`src/rtl/clk_monitor_pkg.sv`:
```
// Shared types for the clock monitor: FSM states, default counter width and verdict flags.
// The fail_duty flag exists only when CLK_MONITOR_DUTY_EN is defined.
package clk_monitor_pkg;

   localparam int CLK_MON_CNT_W = 16;

   typedef enum logic [1:0] {
      IDLE    = 2'd0,
      ARM     = 2'd1,
      MEASURE = 2'd2,
      DONE    = 2'd3
   } clk_mon_state_e;

   typedef struct packed {
`ifdef CLK_MONITOR_DUTY_EN
      logic fail_duty;
`endif
      logic timeout;
      logic fail_lo;
      logic fail_hi;
   } clk_mon_flags_t;

   function automatic logic flags_any(input clk_mon_flags_t f);
      return |f;
   endfunction

endpackage

```
`src/rtl/clk_monitor_sync_edge.sv`:
```
// sync_edge_det: N-stage synchronizer plus registered edge detector for an asynchronous input.
// The fall output is present only when CLK_MONITOR_DUTY_EN is defined.
module sync_edge_det #(
   parameter int STAGES = 2
) (
   input  logic clk,
   input  logic rst_n,
   input  logic sig_i,
`ifdef CLK_MONITOR_DUTY_EN
   output logic fall_o,
`endif
   output logic rise_o
);

   logic [STAGES-1:0] sync_q, sync_d;
   logic              prev_q, prev_d;
   logic              rise_q, rise_d;
`ifdef CLK_MONITOR_DUTY_EN
   logic              fall_q, fall_d;
`endif

   always_comb begin
      sync_d = {sync_q[STAGES-2:0], sig_i};
      prev_d = sync_q[STAGES-1];
      rise_d = sync_q[STAGES-1] & ~prev_q;
`ifdef CLK_MONITOR_DUTY_EN
      fall_d = ~sync_q[STAGES-1] & prev_q;
`endif
   end

   always_ff @(posedge clk) begin
      if (!rst_n) begin
         sync_q <= '0;
         prev_q <= 1'b0;
         rise_q <= 1'b0;
`ifdef CLK_MONITOR_DUTY_EN
         fall_q <= 1'b0;
`endif
      end else begin
         sync_q <= sync_d;
         prev_q <= prev_d;
         rise_q <= rise_d;
`ifdef CLK_MONITOR_DUTY_EN
         fall_q <= fall_d;
`endif
      end
   end

   assign rise_o = rise_q;
`ifdef CLK_MONITOR_DUTY_EN
   assign fall_o = fall_q;
`endif

endmodule

```
`src/rtl/clk_monitor.sv`:
```
// Period checker for a divided clock: counts clk cycles between synchronized mon_clk rising edges.
// Optional duty-cycle check is compiled in with CLK_MONITOR_DUTY_EN.
module clk_monitor
   import clk_monitor_pkg::*;
#(
   parameter int CNT_W       = CLK_MON_CNT_W,
   parameter int SYNC_STAGES = 2
) (
   input  logic             clk,
   input  logic             rst_n,
   input  logic             mon_clk,
   input  logic             start,
   input  logic [CNT_W-1:0] exp_period,
   input  logic [7:0]       tol,
   input  logic [7:0]       num_periods,
   output logic             busy,
   output logic             done,
   output logic             pass,
   output logic             fail_hi,
   output logic             fail_lo,
   output logic             timeout,
`ifdef CLK_MONITOR_DUTY_EN
   output logic             fail_duty,
`endif
   output logic [CNT_W-1:0] meas_min,
   output logic [CNT_W-1:0] meas_max
);

   localparam int STAGES = (SYNC_STAGES < 2) ? 2 : SYNC_STAGES;
   localparam int HW     = CNT_W + 1;
   localparam int WD_W   = CNT_W + 3;

   clk_mon_state_e   state_q, state_d;
   logic [CNT_W-1:0] exp_q, exp_d;
   logic [7:0]       tol_q, tol_d;
   logic [7:0]       num_q, num_d;
   logic [CNT_W-1:0] cnt_q, cnt_d;
   logic [7:0]       per_q, per_d;
   logic [WD_W-1:0]  wd_q, wd_d;
   clk_mon_flags_t   flags_q, flags_d;
   logic [CNT_W-1:0] min_q, min_d;
   logic [CNT_W-1:0] max_q, max_d;
   logic             pass_q, pass_d;

   logic             rise;
   logic [HW-1:0]    hi, cnt_p1;
   logic [CNT_W-1:0] lo, tol_ext, period, cnt_inc;
   logic [WD_W-1:0]  wd_limit;
   logic [7:0]       per_inc;

`ifdef CLK_MONITOR_DUTY_EN
   localparam int DW = CNT_W + 2;
   logic             fall;
   logic [CNT_W-1:0] high_q, high_d;
   logic             high_vld_q, high_vld_d;
   logic [DW-1:0]    two_high, period_w, duty_err;
   logic             duty_bad;
`endif

   sync_edge_det #(
      .STAGES (STAGES)
   ) u_sync (
      .clk    (clk),
      .rst_n  (rst_n),
      .sig_i  (mon_clk),
`ifdef CLK_MONITOR_DUTY_EN
      .fall_o (fall),
`endif
      .rise_o (rise)
   );

   // hi carries one extra bit so exp_period + tol never wraps; lo clamps at zero.
   assign tol_ext  = CNT_W'(tol_q);
   assign hi       = HW'(exp_q) + HW'(tol_q);
   assign lo       = (exp_q >= tol_ext) ? exp_q - tol_ext : '0;
   assign cnt_p1   = HW'(cnt_q) + HW'(1);
   assign period   = cnt_p1[CNT_W] ? '1 : cnt_p1[CNT_W-1:0];
   assign cnt_inc  = cnt_p1[CNT_W] ? cnt_q : cnt_p1[CNT_W-1:0];
   assign wd_limit = WD_W'({hi, 1'b0}) + WD_W'(STAGES + 2);
   assign per_inc  = per_q + 8'd1;

`ifdef CLK_MONITOR_DUTY_EN
   assign two_high = {1'b0, high_q, 1'b0};
   assign period_w = DW'(period);
   assign duty_err = (two_high >= period_w) ? two_high - period_w : period_w - two_high;
   assign duty_bad = high_vld_q && (duty_err > DW'(tol_q));
`endif

   always_comb begin
      state_d = state_q;
      exp_d   = exp_q;
      tol_d   = tol_q;
      num_d   = num_q;
      cnt_d   = cnt_q;
      per_d   = per_q;
      wd_d    = wd_q;
      flags_d = flags_q;
      min_d   = min_q;
      max_d   = max_q;
      pass_d  = pass_q;
`ifdef CLK_MONITOR_DUTY_EN
      high_d     = high_q;
      high_vld_d = high_vld_q;
`endif
      case (state_q)
         IDLE: begin
            if (start) begin
               exp_d   = exp_period;
               tol_d   = tol;
               num_d   = (num_periods == 8'd0) ? 8'd1 : num_periods;
               cnt_d   = '0;
               per_d   = '0;
               wd_d    = '0;
               flags_d = '0;
               min_d   = '1;
               max_d   = '0;
               pass_d  = 1'b0;
`ifdef CLK_MONITOR_DUTY_EN
               high_vld_d = 1'b0;
`endif
               state_d = ARM;
            end
         end
         ARM: begin
            // wd_q counts ARM cycles already spent; this cycle pushes the count past the limit.
            if (wd_q >= wd_limit) begin
               flags_d.timeout = 1'b1;
               pass_d          = 1'b0;
               state_d         = DONE;
            end else if (rise) begin
               cnt_d   = '0;
`ifdef CLK_MONITOR_DUTY_EN
               high_vld_d = 1'b0;
`endif
               state_d = MEASURE;
            end else begin
               wd_d = wd_q + WD_W'(1);
            end
         end
         MEASURE: begin
            // Abort wins over a coincident rise: that period is already known to be too long.
            if (cnt_p1 > hi) begin
               flags_d.fail_hi = 1'b1;
               pass_d          = 1'b0;
               state_d         = DONE;
            end else if (rise) begin
               if (period < min_q) min_d = period;
               if (period > max_q) max_d = period;
               if (period < lo) flags_d.fail_lo = 1'b1;
`ifdef CLK_MONITOR_DUTY_EN
               if (duty_bad) flags_d.fail_duty = 1'b1;
               high_vld_d = 1'b0;
`endif
               cnt_d = '0;
               per_d = per_inc;
               if (per_inc == num_q) begin
                  pass_d  = ~flags_any(flags_d);
                  state_d = DONE;
               end
            end else begin
               cnt_d = cnt_inc;
`ifdef CLK_MONITOR_DUTY_EN
               // The period counter restarted on the last rise, so its value here is the high time.
               if (fall) begin
                  high_d     = period;
                  high_vld_d = 1'b1;
               end
`endif
            end
         end
         DONE: begin
            state_d = IDLE;
         end
         default: begin
            state_d = IDLE;
         end
      endcase
   end

   always_ff @(posedge clk) begin
      if (!rst_n) begin
         state_q <= IDLE;
         exp_q   <= '0;
         tol_q   <= '0;
         num_q   <= '0;
         cnt_q   <= '0;
         per_q   <= '0;
         wd_q    <= '0;
         flags_q <= '0;
         min_q   <= '1;
         max_q   <= '0;
         pass_q  <= 1'b0;
`ifdef CLK_MONITOR_DUTY_EN
         high_q     <= '0;
         high_vld_q <= 1'b0;
`endif
      end else begin
         state_q <= state_d;
         exp_q   <= exp_d;
         tol_q   <= tol_d;
         num_q   <= num_d;
         cnt_q   <= cnt_d;
         per_q   <= per_d;
         wd_q    <= wd_d;
         flags_q <= flags_d;
         min_q   <= min_d;
         max_q   <= max_d;
         pass_q  <= pass_d;
`ifdef CLK_MONITOR_DUTY_EN
         high_q     <= high_d;
         high_vld_q <= high_vld_d;
`endif
      end
   end

   assign busy     = (state_q == ARM) || (state_q == MEASURE);
   assign done     = (state_q == DONE);
   assign pass     = pass_q;
   assign fail_hi  = flags_q.fail_hi;
   assign fail_lo  = flags_q.fail_lo;
   assign timeout  = flags_q.timeout;
`ifdef CLK_MONITOR_DUTY_EN
   assign fail_duty = flags_q.fail_duty;
`endif
   assign meas_min = min_q;
   assign meas_max = max_q;

endmodule

```
`config.mk`:
```
export PLATFORM = sky130hd
export DESIGN_NAME = clk_monitor
export DESIGN_NICKNAME = d
export VERILOG_FILES = /design/src/rtl/clk_monitor_pkg.sv /design/src/rtl/clk_monitor_sync_edge.sv /design/src/rtl/clk_monitor.sv
export SDC_FILE = /design/constraint.sdc
export NUM_CORES = 1
export LEC_CHECK = 0
export ABC_AREA = 1
export ABC_CLOCK_PERIOD_IN_PS = 3850
export BUFFER_PORTS_ARGS = -buffer_cell sky130_fd_sc_hd__buf_2
export CAP_MARGIN = 10
export CORE_MARGIN = 8
export CORE_UTILIZATION = 40
export DETAILED_ROUTE_END_ITERATION = 7
export PLACE_DENSITY = 0.62
export SLEW_MARGIN = 20
export SYNTH_ARGS = -nofsm -noshare
export SYNTH_HDL_FRONTEND = slang
export SYNTH_HIERARCHICAL = 1
export SYNTH_SLANG_ARGS = --single-unit
```
`constraint.sdc`:
```
create_clock -name clk -period 3.85 [get_ports clk]
set_input_delay 0.385 -clock clk [delete_from_list [all_inputs] [get_ports clk]]
set_output_delay 0.385 -clock clk [all_outputs]
set_load 0.01 [all_outputs]
```
# Word-level counts from Yosys, hierarchy flattened
# Cells that the tools add are included.
[word_totals]
reg_bits = 117
in_bits = 36
out_inout_bits = 38
[classes]
addsub = 6
magnitude_cmp = 6
n_eq_ne = 18
muxes = 51
n_bitwise = 3
n_reduce_logical = 17
[ops]
columns = ["op", "n"]
rows = [
  ["$mux W16", 15],
  ["$pmux W16 S2", 2],
  ["$mux W19", 3],
  ["$pmux W16 S3", 1],
  ["$pmux W19 S2", 1],
  ["$lt A16 B16 Y1", 2],
  ["$mux W8", 4],
  ["$add A18 B3 Y19 const B", 1],
  ["$add A19 B1 Y19 const B", 1],
  ["$ge A19 B19 Y1", 1],
  ["$add A16 B1 Y17 const B", 1],
  ["$add A16 B8 Y17", 1],
  ["$gt A17 B17 Y1", 1],
  ["$ge A16 B8 Y1", 1],
  ["$gt A16 B16 Y1", 1],
  ["$ne A2 B2 Y1 const B", 8],
  ["$pmux W8 S2", 1],
  ["$sub A16 B8 Y16", 1],
  ["$reduce_and A5 Y1", 3],
  ["$mux W1", 13],
  ["$mux W2", 6],
  ["$reduce_and A4 Y1", 3],
  ["$ne A3 B2 Y1 const B", 3],
  ["$add A8 B1 Y8 const B", 1],
  ["other kinds (21)", 26],
]

# Depth between registers and ports, before layout
# Gate-level depths: netlist (run 1).
[logic_depth]
ltp_word = 13
depth_mapped = 34
mapped_depth_nobuf = 34

# Hierarchy
# Netlist (run 1), hierarchy kept.
[modules_own_cells]
columns = ["module", "n_inst", "cells_each", "area_each_um2"]
rows = [
  ["clk_monitor", 1, 1341, 9002.4],
  ["sync_edge_det", 1, 11, 108.9],
]

# Least setup slack after synthesis (run 1)
# OpenSTA, ideal clock, no wires.
[synth_path]
path_kind = "register to register"
start = "register tol_q[0]"
end = "register wd_q[18]"
arrival_ps = 3604
slack_ps = 126
path_stages_with_launch = 29
period_less_slack_ps = 3724
cell_sequence = "dfxtp_1 ha_1 inv_1 fa_1 nor2_2 o21ai_2 nand2_1 nand4_1 nand2_2 nand3_1 nor3_1 nand2_1 nand2_1 nand2_1 nor2_1 nand3_1 nand2_1 inv_1 ha_1 nand2_1 nor4_2 nand4_1 nand3_1 nand2_1 nand2_2 buf_2 nor2_1 o21ai_0 a21oi_1"
[synth_between]
elab_chain_cells = 5
[synth_rtl]
columns = ["element", "line_no", "source"]
rows = [
  ["start: declaration", "clk_monitor.sv:35", "logic [7:0] tol_q, tol_d;"],
  ["start signal: assignment", "clk_monitor.sv:200", "tol_q <= tol_d;"],
  ["$add A16 B8 Y17", "clk_monitor.sv:74", "assign hi = HW'(exp_q) + HW'(tol_q);"],
  ["$add A18 B3 Y19", "clk_monitor.sv:79", "assign wd_limit = WD_W'({hi, 1'b0}) + WD_W'(STAGES + 2);"],
  ["$ge A19 B19 Y1", "clk_monitor.sv:126", "if (wd_q >= wd_limit) begin"],
  ["$ne A2 B2 Y1 (no source line)", "--", ""],
  ["$reduce_and A4 Y1 (no source line)", "--", ""],
  ["end signal: assignment", "clk_monitor.sv:204", "wd_q <= wd_d;"],
  ["end: declaration", "clk_monitor.sv:39", "logic [WD_W-1:0] wd_q, wd_d;"],
]
# No other way between the ends.
# A chain may end at the register's enable or synchronous reset.

# Worst setup path after layout (run 1)
[layout_path]
start = "register tol_q[0]"
end = "register cnt_q[2]"
[layout_between]
elab_chain_cells = 5
elab_cells_between_ends = 7
[layout_rtl]
columns = ["element", "line_no", "source"]
rows = [
  ["$add A16 B8 Y17 (*)", "clk_monitor.sv:74", ""],
  ["$add A18 B3 Y19", "clk_monitor.sv:79", ""],
  ["$ge A19 B19 Y1", "clk_monitor.sv:126", ""],
  ["$ne A2 B2 Y1 (no source line)", "--", ""],
  ["$reduce_and A6 Y1 (no source line) (*)", "--", ""],
  ["end signal: assignment", "clk_monitor.sv:202", "cnt_q <= cnt_d;"],
  ["end: declaration", "clk_monitor.sv:37", "logic [CNT_W-1:0] cnt_q, cnt_d;"],
]
# Every way passes the cells marked *; elsewhere a longest branch is shown, timed or not.

==> impl_metrics.ini, run 1 <==
[power_and_ir_drop]
power_density_mw_per_mm2 = 745.0
p_leak_nw = 5.852
max-vdd-ir-drop_mv = 0.4178

[yosys]
synth_cell_types = 53
synth.top_cell.area_share = 0.2571
netlist_area_mm2 = 0.009111
synth_area_leaders = dfxtp_1 (26%), ha_1 (14%), nand2_1 (12%), inv_1 (7.7%), a21oi_1 (6.5%)
yosysMostFrequentCell = nand2_1
synthCells = 1352
async_flop_share = 0
synth_edf_count = 0
syn-num-nets = 1495
synth.avg_cell_area_um2 = 6.739
ys_ff_latch = 117
synth_top_cells_by_count = nand2_1 (302), inv_1 (187), a21oi_1 (119)
yosys.area.top_type = dfxtp_1
synth-seq-area-share = 0.2571
synth_top_flop_cell = dfxtp_1
synth_warnings = 6

[outcome]
violations = negative setup slack
outcome = finished with violations

[place]
dp_worst_setup_slack_ps = -392.4
dp_hpwl_um = 19880
gp_congestion = 0.8963
dp_cells = 1774
numPortBuffers = 73

[drt]
vias = 9379
drc = 0
dr.first_iter.drc_count = 691
finalWirelength_um = 27870
avgRoutedWirePerCell_um = 15.25
routed_via_density = 5.131
ant_nets = 0
first_pass_iters = 5

[worst_setup_path]
crit_type = reg2reg
end_kind = flip-flop
path_buf_inv = 3
worstPathRequired_ps = 4210
slowest_delay_ps = 380
path_max_fanout = 8
critical_path_arrival_ps = 4430
cpLargestDelayFamily = simple AND/OR/NAND/NOR gates
critical-path-slowest-cell = fa_2
crit_path_frequent_cell = nand2_1
critPathLaunchType = flip-flop

[sta]
max_freq_mhz = 245.5
slew_headroom = 0.3591
hold_violations = 0
finalClockSkew_ps = 20.89
setup_tns_ps = -5557
setup_violations = 38
rsz0062_at_grt = true
final.period_utilization = 1.058
slew_violations = 0
finalWorstSetupSlack_ps = -222.9
final.min_clock_period_ps = 4073
tightest_slew_ps = 961.4

[cts]
cts_buffers = 17
clock_latency_ps = 440
cts_root_buf = clkbuf_16
cts_buffer_depth = 2
cts_tree = yes
cts_hold_buf = 0
clkTransAtPathRegs_ps = 60
htree_levels = 4
clock-sinks = 117

[floorplan]
start_util = 0.4049
core_region_area_mm2 = 0.02250
die_area_mm2 = 0.02786
die_w_um = 166.9
core.rowCount = 55
pin_count = 74
die_h_um = 166.9

[cells_and_area]
seq_area_mm2 = 0.002347
nFillCells = 2125
stdcell_count = 1828
nets = 1674
multi_input_area_mm2 = 0.006523
drive_above_1_share = 0.2690
antenna_cells = 0
fin_util = 0.5362
syn_to_final_growth_pct = 32.42

[min_path]
hp-class = in2reg

[grt]
antenna_found_initial = 0
first_global_vias = 8755
grt_max_degree = 58
grtUsageTotal = 0.1884
grt_pass1_wl_um = 42980
overflow = 0

[flow_run]
cap_viol_max_count = 0
[power breakdown]
part / internal (mW) / switching, mW / leakage, nW / total [mW]
Sequential: 1.45 / 0.222 / 0.957 / 1.68
Combinational: 2.29 / 3.34 / 4.60 / 5.63
Clock: 1.02 / 0.657 / 0.294 / 1.68
Total: 4.77 / 4.22 / 5.85 / 8.99
[tightest hold or removal path, stage by stage]
cell	delay, ps
buf_2	70
nand2_1	40
inv_1	40
[layout by cell type (no fill, tap or decap), drive strengths merged]
master / n
o221a: 2
nand2: 333
xor2: 24
buf: 194
clkinv: 10
o21bai: 6
xnor3: 1
xnor2: 4
nand3: 97
a21oi: 122
a21boi: 2
nand4: 25
nor4: 8
o21ai: 72
inv: 197
or2: 6
o211ai: 3
a21o: 2
dfxtp: 117
a31oi: 5
nand3b: 9
nor2: 133
o21a: 4
a211oi: 14
ha: 105
conb: 1
clkinvlp: 2
fa: 2
bufinv: 3
nor3b: 1
nor3: 17
o31ai: 2
clkbuf: 20
[what timing repair did]
action / CTS / global route
pin swaps: 18 / 57
resized for setup: 85 / 108
setup buffers: 4 / 12
cloned: 2 / 6
setup endpoints to repair: 79 / 81
[path summary, 6_finish.rpt]
check                      startpoint                     endpoint  slack (ps)  cells after the start
min reg2reg  u_sync/prev_q$_SDFF_PN0_     u_sync/rise_o$_SDFF_PN0_         400                      1
max reg2reg     tol_q[0]$_SDFFE_PN0P_        cnt_q[2]$_SDFFE_PN0P_        -220                     28
max             tol_q[0]$_SDFFE_PN0P_        cnt_q[2]$_SDFFE_PN0P_        -220                     28
min                           mon_clk  u_sync/sync_q[0]$_SDFF_PN0_         140                      3
[final cells by class]
type                            instances  share of cell area
Timing Repair Buffer                  197              0.1200
Multi-Input combinational cell       1000              0.5406
Clock inverter                         14             0.01473
Inverter                              197             0.06440
Clock buffer                           17             0.03526
Sequential cell                       117              0.1945
Tap cell                              285             0.02956
Timing Repair inverter                  1           0.0009333
[per-layer routing]
| metal | share of wire | track usage | vias to the layer above | wire length, um |
|---|---|---|---|---|
| li1 | - | - | 4783 | - |
| met3 | 0.059 | 0.04397 | 34 | 1649 |
| met4 | 0.017 | 0.06385 | 0 | 469 |
| met2 | 0.45 | 0.3046 | 261 | 12560 |
| met5 | 0 | 0 | - | 0 |
| met1 | 0.47 | 0.2423 | 4301 | 13190 |
[per-stage QoR]
stage / hold slack [ps] / power [mW] / instance area [um2]
floorplan: 384.1 / 4.663 / 9111
global placement: 387.9 / 6.080 / 10440
detailed placement: 392.9 / 6.159 / 10440
CTS: 119.1 / 8.312 / 11450
global route: 134.0 / 9.640 / 12070
finish: 137.7 / 8.989 / 12070
[logic make-up after synthesis]
group	count (synthesis)	share of synthesized area
other cells	1	0.0004116
simple gates	626	0.3108
compound gates	234	0.1438
xor+xnor	29	0.03392
buf+inv	238	0.1055
fa+ha+maj	107	0.1486
flops	117	0.2571
[state kept, by name (all words and copies together), names as in the netlist]
signal and cells:
cnt_q 16, exp_q 16, fail_hi 1, fail_lo 1, meas_max 16, meas_min 16, num_q 8, pass 1
per_q 8, state_q 2, timeout 1, tol_q 8, u_sync/prev_q 1, u_sync/rise_o 1, u_sync/sync_q 2, wd_q 19
(Power assumes the default switching activity.)
==> run 2: changes to the inputs <==
--- a/config.mk
+++ b/config.mk
@@ -13,6 +13,7 @@
 export CORE_UTILIZATION = 40
 export DETAILED_ROUTE_END_ITERATION = 7
 export PLACE_DENSITY = 0.62
+export SETUP_SLACK_MARGIN = 0.02
 export SLEW_MARGIN = 20
 export SYNTH_ARGS = -nofsm -noshare
 export SYNTH_HDL_FRONTEND = slang
==> run 2 against run 1 <==
  * The flow still finishes with violations (negative setup slack)
  * Sequential share of layout area down 0.16 points
  * Register-to-register slack improved by 20 ps
  * Global-route usage about the same
  * Design area rose by 0.76%
  * Via count fell by 0.63%
  * Worst hold slack gained 1.1 ps
  * Fmax up 0.44%
  * Sequential power hardly changed
  * Clock-buffer cell count unchanged
  * Die area unchanged
  * Clock skew is 1.5 ps higher
  * Critical endpoint is now cnt_q[11]$_SDFFE_PN0P_
==> impl_metrics.ini, run 2 (synthesized netlist as in run 1, its figures left out) <==
[outcome]
outcome = finished with violations
violations = negative setup slack

[sta]
setup_violations = 38
max_freq_mhz = 246.6
slew_violations = 0
tightest_slew_ps = 952.9
final.period_utilization = 1.053
rsz0062_at_grt = true
finalWorstSetupSlack_ps = -204.9
setup_tns_ps = -4892
slew_headroom = 0.3647
finalClockSkew_ps = 22.39
hold_violations = 0
final.min_clock_period_ps = 4055

[grt]
antenna_found_initial = 0
grt_max_degree = 58
grtUsageTotal = 0.1885
grt_pass1_wl_um = 43040
overflow = 0
met2_usage = 0.3051
grt_util_met3 = 0.04397
top_usage_layer = met2
grt_use_met1 = 0.2423
first_global_vias = 8766

[place]
dp_hpwl_um = 19880
gp_congestion = 0.8963
numPortBuffers = 73
dp_cells = 1774

[cts]
htree_levels = 4
cts_buffer_depth = 2
cts_buffers = 17
cts_hold_buf = 0
clock-sinks = 117
clkTransAtPathRegs_ps = 60
cts_root_buf = clkbuf_16
cts_tree = yes
clock_latency_ps = 440

[worst_setup_path]
cpLargestDelayFamily = simple AND/OR/NAND/NOR gates
worstPathRequired_ps = 4180
crit_type = reg2reg
critical_path_arrival_ps = 4390
path_max_fanout = 8
critPathLaunchType = flip-flop
end_kind = flip-flop
slowest_delay_ps = 380
critical-path-slowest-cell = fa_2
path_buf_inv = 3
regToRegSetupSlack_ps = -200

[cells_and_area]
largest_reg_flops = 19
drive_above_1_share = 0.2771
top_register = wd_q
stdcell_count = 1826
final_common_cell = nand2_1
syn_to_final_growth_pct = 33.43
final_cell_mix = nand2_1 (274), inv_1 (178), dfxtp_1 (114), a21oi_1 (113), nor2_1 (107)
nets = 1672
antenna_cells = 0

[floorplan]
die_w_um = 166.9
die_h_um = 166.9
die_area_mm2 = 0.02786
start_util = 0.4049
core.rowCount = 55
core_region_area_mm2 = 0.02250
pin_count = 74

[power_and_ir_drop]
max-vdd-ir-drop_mv = 0.4198
power_mw = 9.107
power_density_mw_per_mm2 = 749.1
p_leak_nw = 5.856

[drt]
vias = 9320
ant_nets = 0
finalWirelength_um = 27780
routed_via_density = 5.104
dr.first_iter.drc_count = 622
first_pass_iters = 7
drc = 0
avgRoutedWirePerCell_um = 15.21

[flow_run]
cap_viol_max_count = 0

[min_path]
hp-class = in2reg
run 2: cell types whose count changed in the layout (fill, tap and decap cells not counted), moves of 2 or more:
cell     previous run  this run
buf_4             108       105
nand3_1            77        59
nand3_2            18        28
nand3_4             2        10
nor2_1            105       107
run 2: per-stage QoR:
stage          worst slack (ps)  hold WS, ps    util  cell area, um2
2_1_floorplan             126.3        384.1       -            9111
3_3_place_gp             -235.6        387.9  0.4639           10440
3_5_place_dp             -392.4        392.9  0.4639           10440
4_1_cts                  -116.0        119.1  0.5088           11450
5_1_grt                  -518.5        134.1  0.5402           12160
6_report                 -204.9        138.8  0.5402           12160
run 2: final timing paths:
kind                            cells past startpoint                           to                     start
worst max-delay path                               27       cnt_q[11]$_SDFFE_PN0P_     tol_q[0]$_SDFFE_PN0P_
worst min-delay path                                3  u_sync/sync_q[0]$_SDFF_PN0_                   mon_clk
worst max register to register                     27       cnt_q[11]$_SDFFE_PN0P_     tol_q[0]$_SDFFE_PN0P_
worst min register to register                      1     u_sync/rise_o$_SDFF_PN0_  u_sync/prev_q$_SDFF_PN0_
run 2: what timing repair did:
item                                    4_1_cts  5_1_grt
resized for setup                            87      125
buffers inserted                              4       11
cloned                                        2        5
pin swaps                                    15       66
endpoints found under the setup margin       79       81
run 2: power breakdown:
| part | internal [mW] | leakage [nW] | switching (mW) |
|---|---|---|---|
| clock network | 1.02 | 0.294 | 0.652 |
| registers | 1.45 | 0.957 | 0.221 |
| logic | 2.35 | 4.60 | 3.41 |
| total | 4.82 | 5.86 | 4.28 |
run 2: tightest hold or removal path, delay by kind of cell:
kind / cells / cell delay [ps]
simple gates: 1 / 40
buf+inv: 2 / 110
run 2: cell type report:
class | instances | area (um2)
fillers | 2113 | 10350
multi-input cells | 1000 | 6641
flip-flops and latches | 117 | 2346
repair buffers | 195 | 1431
inverters | 197 | 769.5
clock buffers | 17 | 425.4
well taps | 285 | 356.6
clock inverters | 14 | 177.7
repair inverters | 1 | 8.758
run 2: per-layer routing:
| layer | up-vias | share of wire |
|---|---|---|
| met1 | 4280 | 0.48 |
| met5 | - | 0 |
| met3 | 37 | 0.054 |
| met2 | 220 | 0.45 |
| met4 | 0 | 0.017 |
| li1 | 4783 | - |
